**config.mk**
```make
export PLATFORM = sky130hd
export DESIGN_NAME = axis_lfsr_stream_gen
export DESIGN_NICKNAME = d
export VERILOG_FILES = /design/src/rtl/lfsr_pkg.sv /design/src/rtl/lfsr_step.sv /design/src/rtl/axis_lfsr_stream_gen.sv
export SDC_FILE = /design/constraint.sdc
export NUM_CORES = 1
export LEC_CHECK = 0
export CELL_PAD_IN_SITES_DETAIL_PLACEMENT = 1
export CELL_PAD_IN_SITES_GLOBAL_PLACEMENT = 2
export CORE_ASPECT_RATIO = 1.2
export CORE_MARGIN = 2
export CORE_UTILIZATION = 28
export CTS_CLUSTER_DIAMETER = 80
export DETAILED_ROUTE_END_ITERATION = 7
export GPL_TIMING_DRIVEN = 1
export PLACE_DENSITY_LB_ADDON = 0.1
export SYNTH_ARGS = -nofsm -noshare
export SYNTH_HDL_FRONTEND = slang
export SYNTH_HIERARCHICAL = 1
export SYNTH_SLANG_ARGS = --single-unit
```
**constraint.sdc**
```tcl
create_clock -name clk -period 1.8 [get_ports clk]
set_input_delay 0.36 -clock clk [delete_from_list [all_inputs] [get_ports clk]]
set_output_delay 0.36 -clock clk [all_outputs]
set_load 0.05 [all_outputs]
```
**src/rtl/lfsr_pkg.sv**
```systemverilog
// lfsr_pkg: shared types and seed guard for the LFSR stream generator.
package lfsr_pkg;
  typedef enum logic {FIBONACCI, GALOIS} lfsr_mode_e;
  typedef enum logic {S_IDLE, S_VALID} fsm_state_e;
  localparam int MAX_W = 64;
  function automatic logic [MAX_W-1:0] zero_guard(input logic [MAX_W-1:0] seed);
    return (seed == '0) ? MAX_W'(1) : seed;
  endfunction
endpackage

```
**src/rtl/lfsr_step.sv**
```systemverilog
// lfsr_step: one combinational LFSR step in Fibonacci or Galois form.
module lfsr_step
  import lfsr_pkg::*;
#(
  parameter int              W    = 8,
  parameter logic [W-1:0]    TAPS = 'hB8,
  parameter lfsr_mode_e      MODE = FIBONACCI
) (
  input  logic [W-1:0] state_i,
  output logic [W-1:0] state_o
);
  always_comb
    state_o = (MODE == GALOIS) ? ((state_i >> 1) ^ (state_i[0] ? TAPS : '0))
                               : {state_i[W-2:0], ^(state_i & TAPS)};
endmodule

```
**src/rtl/axis_lfsr_stream_gen.sv**
```systemverilog
// axis_lfsr_stream_gen: pseudo-random AXI4-Stream source with backpressure,
// runtime reseed/enable and TLAST framing.
module axis_lfsr_stream_gen
  import lfsr_pkg::*;
#(
  parameter int                    LFSR_WIDTH     = 8,
  parameter int                    DATA_WIDTH     = 8,
  parameter logic [LFSR_WIDTH-1:0] TAPS           = 8'hB8,
  parameter logic [LFSR_WIDTH-1:0] SEED           = 8'h3F,
  parameter lfsr_mode_e            MODE           = FIBONACCI,
  parameter int                    STEPS_PER_BEAT = 1,
  parameter int                    PACKET_LEN     = 16
) (
  input  logic                  clk,
  input  logic                  resetn,
  input  logic                  enable,
  input  logic                  seed_valid,
  input  logic [LFSR_WIDTH-1:0] seed_in,
  output logic                  out_tvalid,
  input  logic                  out_tready,
  output logic [DATA_WIDTH-1:0] out_tdata,
  output logic                  out_tlast,
  output logic                  busy,
  output logic [31:0]           beat_count
);
  localparam int PW = (PACKET_LEN > 1) ? $clog2(PACKET_LEN) : 1;
  localparam logic [PW-1:0] PKT_LAST = PW'(PACKET_LEN - 1);
  localparam logic [LFSR_WIDTH-1:0] SEED_G = LFSR_WIDTH'(zero_guard(MAX_W'(SEED)));

  if (DATA_WIDTH < 1 || DATA_WIDTH > LFSR_WIDTH || LFSR_WIDTH < 2 || LFSR_WIDTH > MAX_W ||
      STEPS_PER_BEAT < 1 || STEPS_PER_BEAT > LFSR_WIDTH || PACKET_LEN < 1) begin : g_bad_params
    $fatal(1, "axis_lfsr_stream_gen: illegal parameter combination");
  end

  fsm_state_e            fsm_q, fsm_d;
  logic [LFSR_WIDTH-1:0] state_q, state_d, pend_q, pend_d;
  logic                  busy_q, busy_d, tvalid_q, tvalid_d, tlast_q, tlast_d;
  logic [PW-1:0]         pkt_cnt_q, pkt_cnt_d;
  logic [31:0]           beat_q, beat_d;
  logic                  hs, pend_any, apply;
  logic [LFSR_WIDTH-1:0] pend_val, stepped;

  for (genvar i = 0; i < STEPS_PER_BEAT; i++) begin : g_step
    logic [LFSR_WIDTH-1:0] cur, nxt;
    if (i == 0) begin : g_first
      assign cur = state_q;
    end else begin : g_chain
      assign cur = g_step[i-1].nxt;
    end
    lfsr_step #(.W(LFSR_WIDTH), .TAPS(TAPS), .MODE(MODE)) u_step (.state_i(cur), .state_o(nxt));
  end
  assign stepped = g_step[STEPS_PER_BEAT-1].nxt;

  // A seed arriving this cycle counts as pending, so an idle generator applies it at once
  // and a handshake cycle swaps it in place of the advanced state.
  always_comb begin
    hs        = tvalid_q & out_tready;
    pend_any  = busy_q | seed_valid;
    pend_val  = seed_valid ? seed_in : pend_q;
    apply     = pend_any & ((fsm_q == S_IDLE) | hs);
    state_d   = apply ? LFSR_WIDTH'(zero_guard(MAX_W'(pend_val))) : hs ? stepped : state_q;
    pkt_cnt_d = apply ? '0 : hs ? ((pkt_cnt_q == PKT_LAST) ? '0 : pkt_cnt_q + 1'b1) : pkt_cnt_q;
    beat_d    = apply ? '0 : hs ? beat_q + 32'd1 : beat_q;
    pend_d    = pend_val;
    busy_d    = pend_any & ~apply;
    fsm_d     = (fsm_q == S_IDLE) ? (enable ? S_VALID : S_IDLE)
                                  : ((hs & ~enable) ? S_IDLE : S_VALID);
    tvalid_d  = (fsm_d == S_VALID);
    tlast_d   = (pkt_cnt_d == PKT_LAST);
  end

  always_ff @(posedge clk or negedge resetn) begin
    if (!resetn) begin
      fsm_q     <= S_IDLE;
      state_q   <= SEED_G;
      pend_q    <= '0;
      busy_q    <= 1'b0;
      tvalid_q  <= 1'b0;
      tlast_q   <= 1'b0;
      pkt_cnt_q <= '0;
      beat_q    <= '0;
    end else begin
      fsm_q     <= fsm_d;
      state_q   <= state_d;
      pend_q    <= pend_d;
      busy_q    <= busy_d;
      tvalid_q  <= tvalid_d;
      tlast_q   <= tlast_d;
      pkt_cnt_q <= pkt_cnt_d;
      beat_q    <= beat_d;
    end
  end

  assign out_tvalid = tvalid_q;
  assign out_tdata  = state_q[DATA_WIDTH-1:0];
  assign out_tlast  = tlast_q;
  assign busy       = busy_q;
  assign beat_count = beat_q;
endmodule

```
; ---- Word level (Yosys, flattened, before mapping)
; Cells that the tools add are included.
; Widths: inputs -> output; s select.
[classes]
add_sub_neg = 2
n_eq_ne = 2
n_mux = 12
bitwise_logic = 9
reduce_logical = 3
[ops]
columns = operator, count
row1 = $mux 32, 2
row2 = $add 32x1->32 const B, 1
row3 = $mux 8, 4
row4 = $mux 4, 3
row5 = $eq 4x4->1 const B, 2
row6 = $logic_not 8->1, 1
row7 = $reduce_xor 8->1, 1
row8 = $add 4x1->4 const B, 1
row9 = $and 1x1->1, 4
row10 = $mux 1, 3
row11 = $not 1->1, 3
row12 = $or 1x1->1, 2
row13 = $reduce_bool 2->1, 1
[totals]
register_bits = 55
out_inout_bits = 43
word_cells = 35

; ---- Depth between registers and ports, before layout
[logic_depth]
ltp_word = 5
ltp_mapped = 7
mapped_depth_nobuf = 6

; ---- Cells and area by module
; The synthesis kept the hierarchy.
[modules_own_cells]
columns = mod, n_inst, cells_each, area_per_inst_um2, seq_area_each_um2
row1 = axis_lfsr_stream_gen, 1, 280, 2686.3, 1383.8
row2 = lfsr_step, 1, 10, 78.8, 0.0

; ---- Worst setup path before layout
; Ideal clock, no wire load.
[synth_timing]
kind = flip-flop to flip-flop
start = register beat_q[16], in the netlist beat_count[16]
end = register beat_q[31], in the netlist beat_count[31]
setup_ps = 77
arrival_ps = 1953
t_required_ps = 1723
setup_slack_ps = -231
stages_incl_launch_ff = 6
period_less_slack_ps = 2031
cell_sequence = dfrtp_1 nand4_2 nor4_4 nand4_2 or3_1 a21oi_1
[synth_via]
elab_chain_len = 3
[synth_rtl]
columns = element, line_no
row1 = start: declaration, axis_lfsr_stream_gen.sv:39  ; logic [31:0] beat_q, beat_d;
row2 = start signal: assignment, axis_lfsr_stream_gen.sv:90  ; beat_q <= beat_d;
row3 = $add 32x1->32, axis_lfsr_stream_gen.sv:63  ; beat_d = apply ? '0 : hs ? beat_q + 32'd1 : beat_q;
row4 = $mux 32 (2 in series), axis_lfsr_stream_gen.sv:63
; Every way passes these cells. The select of a mux whose other input is x is not followed.
; A chain may end at the register's enable or synchronous reset.

; ---- Worst setup path after layout
[layout_timing]
start = input out_tready
end = register tlast_q, in the netlist out_tlast
[layout_via]
elab_chain_len = 5
word_cells_on_any_way = 6
classes_between = eq/ne: 1 / mux: 2 / bitwise: 3
[layout_rtl]
columns = element, line_no
row1 = start: declaration, axis_lfsr_stream_gen.sv:20  ; input logic out_tready,
row2 = $and 1x1->1 *, axis_lfsr_stream_gen.sv:57  ; hs = tvalid_q & out_tready;
row3 = $or 1x1->1, axis_lfsr_stream_gen.sv:60  ; apply = pend_any & ((fsm_q == S_IDLE) | hs);
row4 = $and 1x1->1, axis_lfsr_stream_gen.sv:60
row5 = $mux 4 *, axis_lfsr_stream_gen.sv:62  ; pkt_cnt_d = apply ? '0 : hs ? ((pkt_cnt_q == PKT_LAST) ? '0 : pkt_cnt_q + 1'b1) : pkt_cnt_q;
row6 = named net pkt_cnt_d[3], axis_lfsr_stream_gen.sv:38  ; logic [PW-1:0] pkt_cnt_q, pkt_cnt_d;
row7 = $eq 4x4->1 *, axis_lfsr_stream_gen.sv:69  ; tlast_d = (pkt_cnt_d == PKT_LAST);
row8 = named net tlast_d, axis_lfsr_stream_gen.sv:37  ; logic busy_q, busy_d, tvalid_q, tvalid_d, tlast_q, tlast_d;
row9 = end signal: assignment, axis_lfsr_stream_gen.sv:88  ; tlast_q <= tlast_d;
row10 = end: declaration, axis_lfsr_stream_gen.sv:37
; Mark *: on every way through the listed nets, which the timed path passes. The rest lies on a longest branch.

==> impl_metrics.env <==
export IMPL_status="complete, no violations"
export IMPL_finalWeightedCongestion=0.7426
export IMPL_fin_crit_ps=1703
export IMPL_rrSetupSlack_ps=110
export IMPL_netlist_instances=290
export IMPL_insertion_delay_ps=300
export IMPL_via_count=2371
export IMPL_max_stage_delay_ps=520
export IMPL_ys_warn_count=6
export IMPL_synthDistinctLibCells=35
export IMPL_dr_pass1_iters=4
export IMPL_grt_pass1_wl_mm=12.59
export IMPL_synth_nets=305
export IMPL_hold_viol=0
export IMPL_io_buffers=55
export IMPL_drv_cap=0
export IMPL_timing_fmax_ghz=0.5873
export IMPL_grt_pass1_vias=2566
export IMPL_path_clk_slew_ps=70
export IMPL_nFillCells=1117
export IMPL_fin_util_pct=40.66
export IMPL_tns_ps=0
export IMPL_drtIter0Drc=67
export IMPL_path_class="in2reg"
export IMPL_die_x_um=94.72
export IMPL_rows=39
export IMPL_drv_slew=0
export IMPL_worst_r2r_path_depth=5
export IMPL_antenna_left=0
export IMPL_area_delta_synth_final_pct=40.63
export IMPL_clk_path_buf_depth=2
export IMPL_cts_root_buffer_cell="clkbuf_16"
export IMPL_grt_max_degree=56
export IMPL_hold_buffers=0
export IMPL_critPathLaunchType="input port"
export IMPL_syn_avg_cell_area_sq_um=9.535
export IMPL_r2r_start="beat_count[10]"
export IMPL_coreArea_sq_um=9564
export IMPL_grt_ovfl_total=0
export IMPL_yosys_top_cells_area="dfrtp_1, xor2_1, nand2_1, dfstp_2, nor2_1"
export IMPL_drt_wl_total_mm=7.569
export IMPL_crit_required_ps=2030
export IMPL_crit_slowest_cell="clkdlybuf4s50_1"
export IMPL_ys_flop_type="dfrtp_1"
export IMPL_min_period_over_period_pct=94.60
export IMPL_maxSlewHeadroom_pct=77.25
export IMPL_vdd_drop_max_uv=416.0
export IMPL_cp_data_arrival_time_ps=1940
export IMPL_dp_worst_setup_slack_ps=-385.0
export IMPL_numCtsBuffers=5
export IMPL_ios=56
export IMPL_hpwlAfterDp_mm=5.541
export IMPL_die_h_um=112.9
export IMPL_drc=0
export IMPL_via_per_inst=4.771
export IMPL_synth_edff_count=0
export IMPL_antenna_found_initial=0
export IMPL_finalSetupViolations=0
export IMPL_start_util_pct=28.91
export IMPL_layout_drive_gt1_share_pct=38.24
export IMPL_leakage_nw=1.790
export IMPL_ys_seq_area_share_pct=50.05
export IMPL_final_nets=388
export IMPL_synthArstFlopShare_pct=100.0
export IMPL_cts_sinks=55
export IMPL_final_setup_worst_slack_ps=97.18
export IMPL_crit_fanout=2
export IMPL_tightest_slew_ps=338.7
export IMPL_critPathCaptureType="flop"
export IMPL_rsz0062_at_grt="yes"
export IMPL_p_per_area_nw_per_um2=778.2
export IMPL_synth_top_area_cell="dfrtp_1"
export IMPL_dieArea_sq_um=10690
export IMPL_hp_class="in2async"
export IMPL_routedWlPerCell_um=15.23
export IMPL_path_cells="clkdlybuf4s50_1 > buf_4 > and2_1 > nand2_1 > or3_1 > a21oi_2 > and4_1"
export IMPL_synth_cell_area_sq_um=2765
export IMPL_ys_seq_elements=55
export IMPL_antenna_cells=0
export IMPL_rr_endpoint="beat_count[29]"
export IMPL_fin_skew_ps=4.874
export IMPL_grtUsageTotal_pct=15.21
export IMPL_cts_tree="built"
export IMPL_synth_top_area_share_pct=44.34
export IMPL_htree_levels=2
-- state kept, by name (all words and copies together) (netlist names) --
name        cells
beat_count     32
out_tdata       8
pend_q          8
pkt_cnt_q       4
busy            1
fsm_q           1
out_tlast       1
-- critical path, delay by kind of cell --
kind | cells | cell delay (ps)
AND/OR/NAND/NOR | 4 | 770
buffers and inverters | 2 | 650
AO/OA/AOI/OAI | 1 | 160
-- cell usage after synthesis (all sizes together), types with 3 or more instances --
master  number
buf         13
a21oi       15
or3          9
nand4       14
nand2       43
dfstp        6
mux2         7
mux2i        5
xor2        21
o21ai       11
nor2        34
nand2b       5
clkbuf       6
and3         8
nor4         3
inv          7
a31oi        6
dfrtp       49
nor3         5
nand3       10
-- logic make-up after synthesis --
group / count (synthesis) / share of synthesized area (%)
simple gates: 137 / 25.34
compound gates: 35 / 6.969
xor+xnor: 23 / 7.285
buf+inv: 26 / 4.796
mux: 12 / 4.661
flops: 55 / 50.05
fa+ha+maj: 2 / 0.9048
-- final cells by class --
type | instances | area (sq um) | area share (%)
Clock inverter | 1 | 5.005 | 0.1287
Multi-Input combinational cell | 209 | 1310 | 33.69
Clock buffer | 7 | 132.6 | 3.411
Tap cell | 123 | 153.9 | 3.958
Inverter | 7 | 26.28 | 0.6757
Timing Repair Buffer | 95 | 849.6 | 21.85
Sequential cell | 55 | 1411 | 36.29
-- placed cells by master (no fill, tap or decap), types with 8 or more instances in the layout --
cell type | Yosys | layout
buf_4 | 8 | 74
dfrtp_1 | 49 | 27
nand4_1 | 11 | 11
xor2_1 | 21 | 21
nand3_1 | 10 | 10
clkdlybuf4s50_1 | 0 | 10
and3_1 | 8 | 8
buf_12 | 0 | 9
nor2_1 | 33 | 32
dfrtp_2 | 0 | 22
o21ai_0 | 11 | 11
nand2_1 | 43 | 43
a21oi_1 | 15 | 11
-- per-layer routing --
metal	vias to the layer above	GRT usage (%)	part of all wire, %	wire length, um
met4	0	4.541	1.3	101
met1	1174	18.20	43	3272
li1	1149	-	-	-
met3	9	3.329	4.1	313
met2	39	27.00	51	3881
met5	-	0	0	0
-- worst max path at each step --
stage	startpoint	end	slack [ps]	cells after the start
2_1_floorplan	beat_count[7]	beat_count[31]	-20	5
3_3_place_gp	seed_valid	beat_count[31]	-320	7
3_5_place_dp	seed_valid	beat_count[31]	-390	7
4_1_cts	out_tready	beat_count[31]	50	7
5_1_grt	beat_count[10]	beat_count[22]	-10	5
6_report	out_tready	out_tlast	100	7
-- where the power goes --
group          internal, mW  total, mW  switching (mW)
clock                 0.516      0.963           0.447
combinational         0.296      0.658           0.363
sequential             1.33       1.40          0.0782
-- stage by stage --
| stage | std cells | instance area [sq um] | hold WS (ps) | power (mW) |
|---|---|---|---|---|
| 2_1_floorplan | 290 | 2801 | 64.41 | 1.794 |
| 3_3_place_gp | 488 | 3695 | 395.2 | 2.093 |
| 3_5_place_dp | 488 | 3695 | 392.9 | 2.093 |
| 4_1_cts | 496 | 3845 | 66.30 | 3.081 |
| 5_1_grt | 497 | 3889 | 79.71 | 3.174 |
| 6_report | 497 | 3889 | 37.23 | 3.026 |
-- what timing repair did --
action / in CTS / in global routing
resized for setup: 3 / 9
setup endpoints to repair: 3 / 6
buffers inserted: 0 / 1
gates cloned: 0 / 0
hold endpoints to repair: 0 / 0
pin swaps: 0 / 3
Power figures use the tool's default switching activity.
==> edit: new RTL, config.mk and constraints unchanged <==
Change the parameter `LFSR_WIDTH` from 8 to 10.
--- a/src/rtl/axis_lfsr_stream_gen.sv
+++ b/src/rtl/axis_lfsr_stream_gen.sv
@@ -4,5 +4,5 @@
   import lfsr_pkg::*;
 #(
-  parameter int                    LFSR_WIDTH     = 8,
+  parameter int                    LFSR_WIDTH     = 10,
   parameter int                    DATA_WIDTH     = 8,
   parameter logic [LFSR_WIDTH-1:0] TAPS           = 8'hB8,
Ports: changed (resized seed_in); port bits go from 56 to 58. The function was not compared with the original's and may differ.
==> edit against the original RTL <==
Utilization grew 0.36 points. Area after synthesis increased by 14%. Total power up 30%. Largest power group is now the clock network. Final area is 16% higher. Critical endpoint is now beat_count[18]. Wire length up 18%. Sequential cell count increased by 2. Synthesized cell count rose by 11%. Worst setup slack worse by 0.024 ns.
==> edit: results (changes against the original RTL) <==
yosys:
  synth_nets: 339  # +11%
  postSynthCellCount: 322  # +11%
power_and_ir_drop:
  leakagePower_nw: 2.01  # +12%
  clockPowerShare_pct: 44.2  # +12 points
  powerSeq_mw: 1.47  # +5%
  ir_worst_vdd_v: 0.000539  # +30%
clock_tree:
  cts.sinks: 57  # +3.6%
  cts_made_buffers: 9  # +4
  h-tree-depth: 3  # +1
  clkLatencyLatePin_ns: 0.33  # +0.03 ns
  cts_resized: 2  # -1
layout:
  multi_input_area_share_pct: 35.6  # +1.9 points
  stdcell_count: 540  # +8.7%
  clock_cell_area_share_pct: 6.63  # +3.1 points
  drive_gt1_share_pct: 40.4  # +2.2 points
  multi_input_gates: 224  # +7.2%
  layout.nets: 420  # +8.2%
setup_path:
  slowest_delay_ns: 0.46  # -0.06 ns
  crit_arrival_ns: 1.98  # +0.04 ns
  path_max_fanout: 17  # +15
  r2r_start: "beat_count[7]"
  reg2reg_slack_ns: 0.07  # -0.04 ns
route:
  drtIter0Drc: 84  # +25%
  wl_met2_mm: 4.63  # +19%
  vias_per_cell: 5.07  # +6.4%
floorplan:
  dieArea_um2: 12100  # +14%
global_route:
  track_usage_pct: 15.9  # +0.72 points
  met2_usage_pct: 27.4  # +0.38 points
  grt_first_pass_wirelength_mm: 14.8  # +18%
  grt_pass1_vias: 2864  # +12%
  grt_start_max_net_pins: 58  # +3.6%
placed_design:
  place_area_um2: 4180  # +13%
  dp_hpwl_mm: 6.43  # +16%
timing:
  clock_skew_ns: 0.00316  # -0.00171 ns
  whs_ns: 0.0394  # +0.00220 ns
  worst_slew_pin_slew_ns: 0.363  # +0.0240 ns
status:
  status: "finished clean"
==> edit: metrics by stage <==
step	setup slack, ns	utilization (%)	total power, mW
detailed placement	-0.378	37.9	2.22
global placement	-0.306	37.9	2.21
finish	0.0729	41.0	3.93
CTS	0.0227	40.7	4.00
floorplan	-0.0856	-	1.95
global route	-0.0229	41.0	4.11
==> edit: worst max path at each step <==
stage	slack [ns]	depth (start not counted)	endpoint	startpoint
floorplan	-0.09	6	beat_count[20]	beat_count[5]
global placement	-0.31	6	beat_count[19]	out_tready
CTS	0.02	5	beat_count[14]	beat_count[6]
global route	-0.02	6	beat_count[23]	beat_count[7]
detailed placement	-0.38	6	beat_count[15]	out_tready
finish	0.07	5	beat_count[18]	beat_count[7]
==> edit: worst register-to-register path: stages, from the launching register on <==
cell and delay (ns):
dfrtp_2 0.37, nand4_1 0.16, or3_4 0.37, buf_12 0.16, or4_1 0.46, a21oi_1 0.13
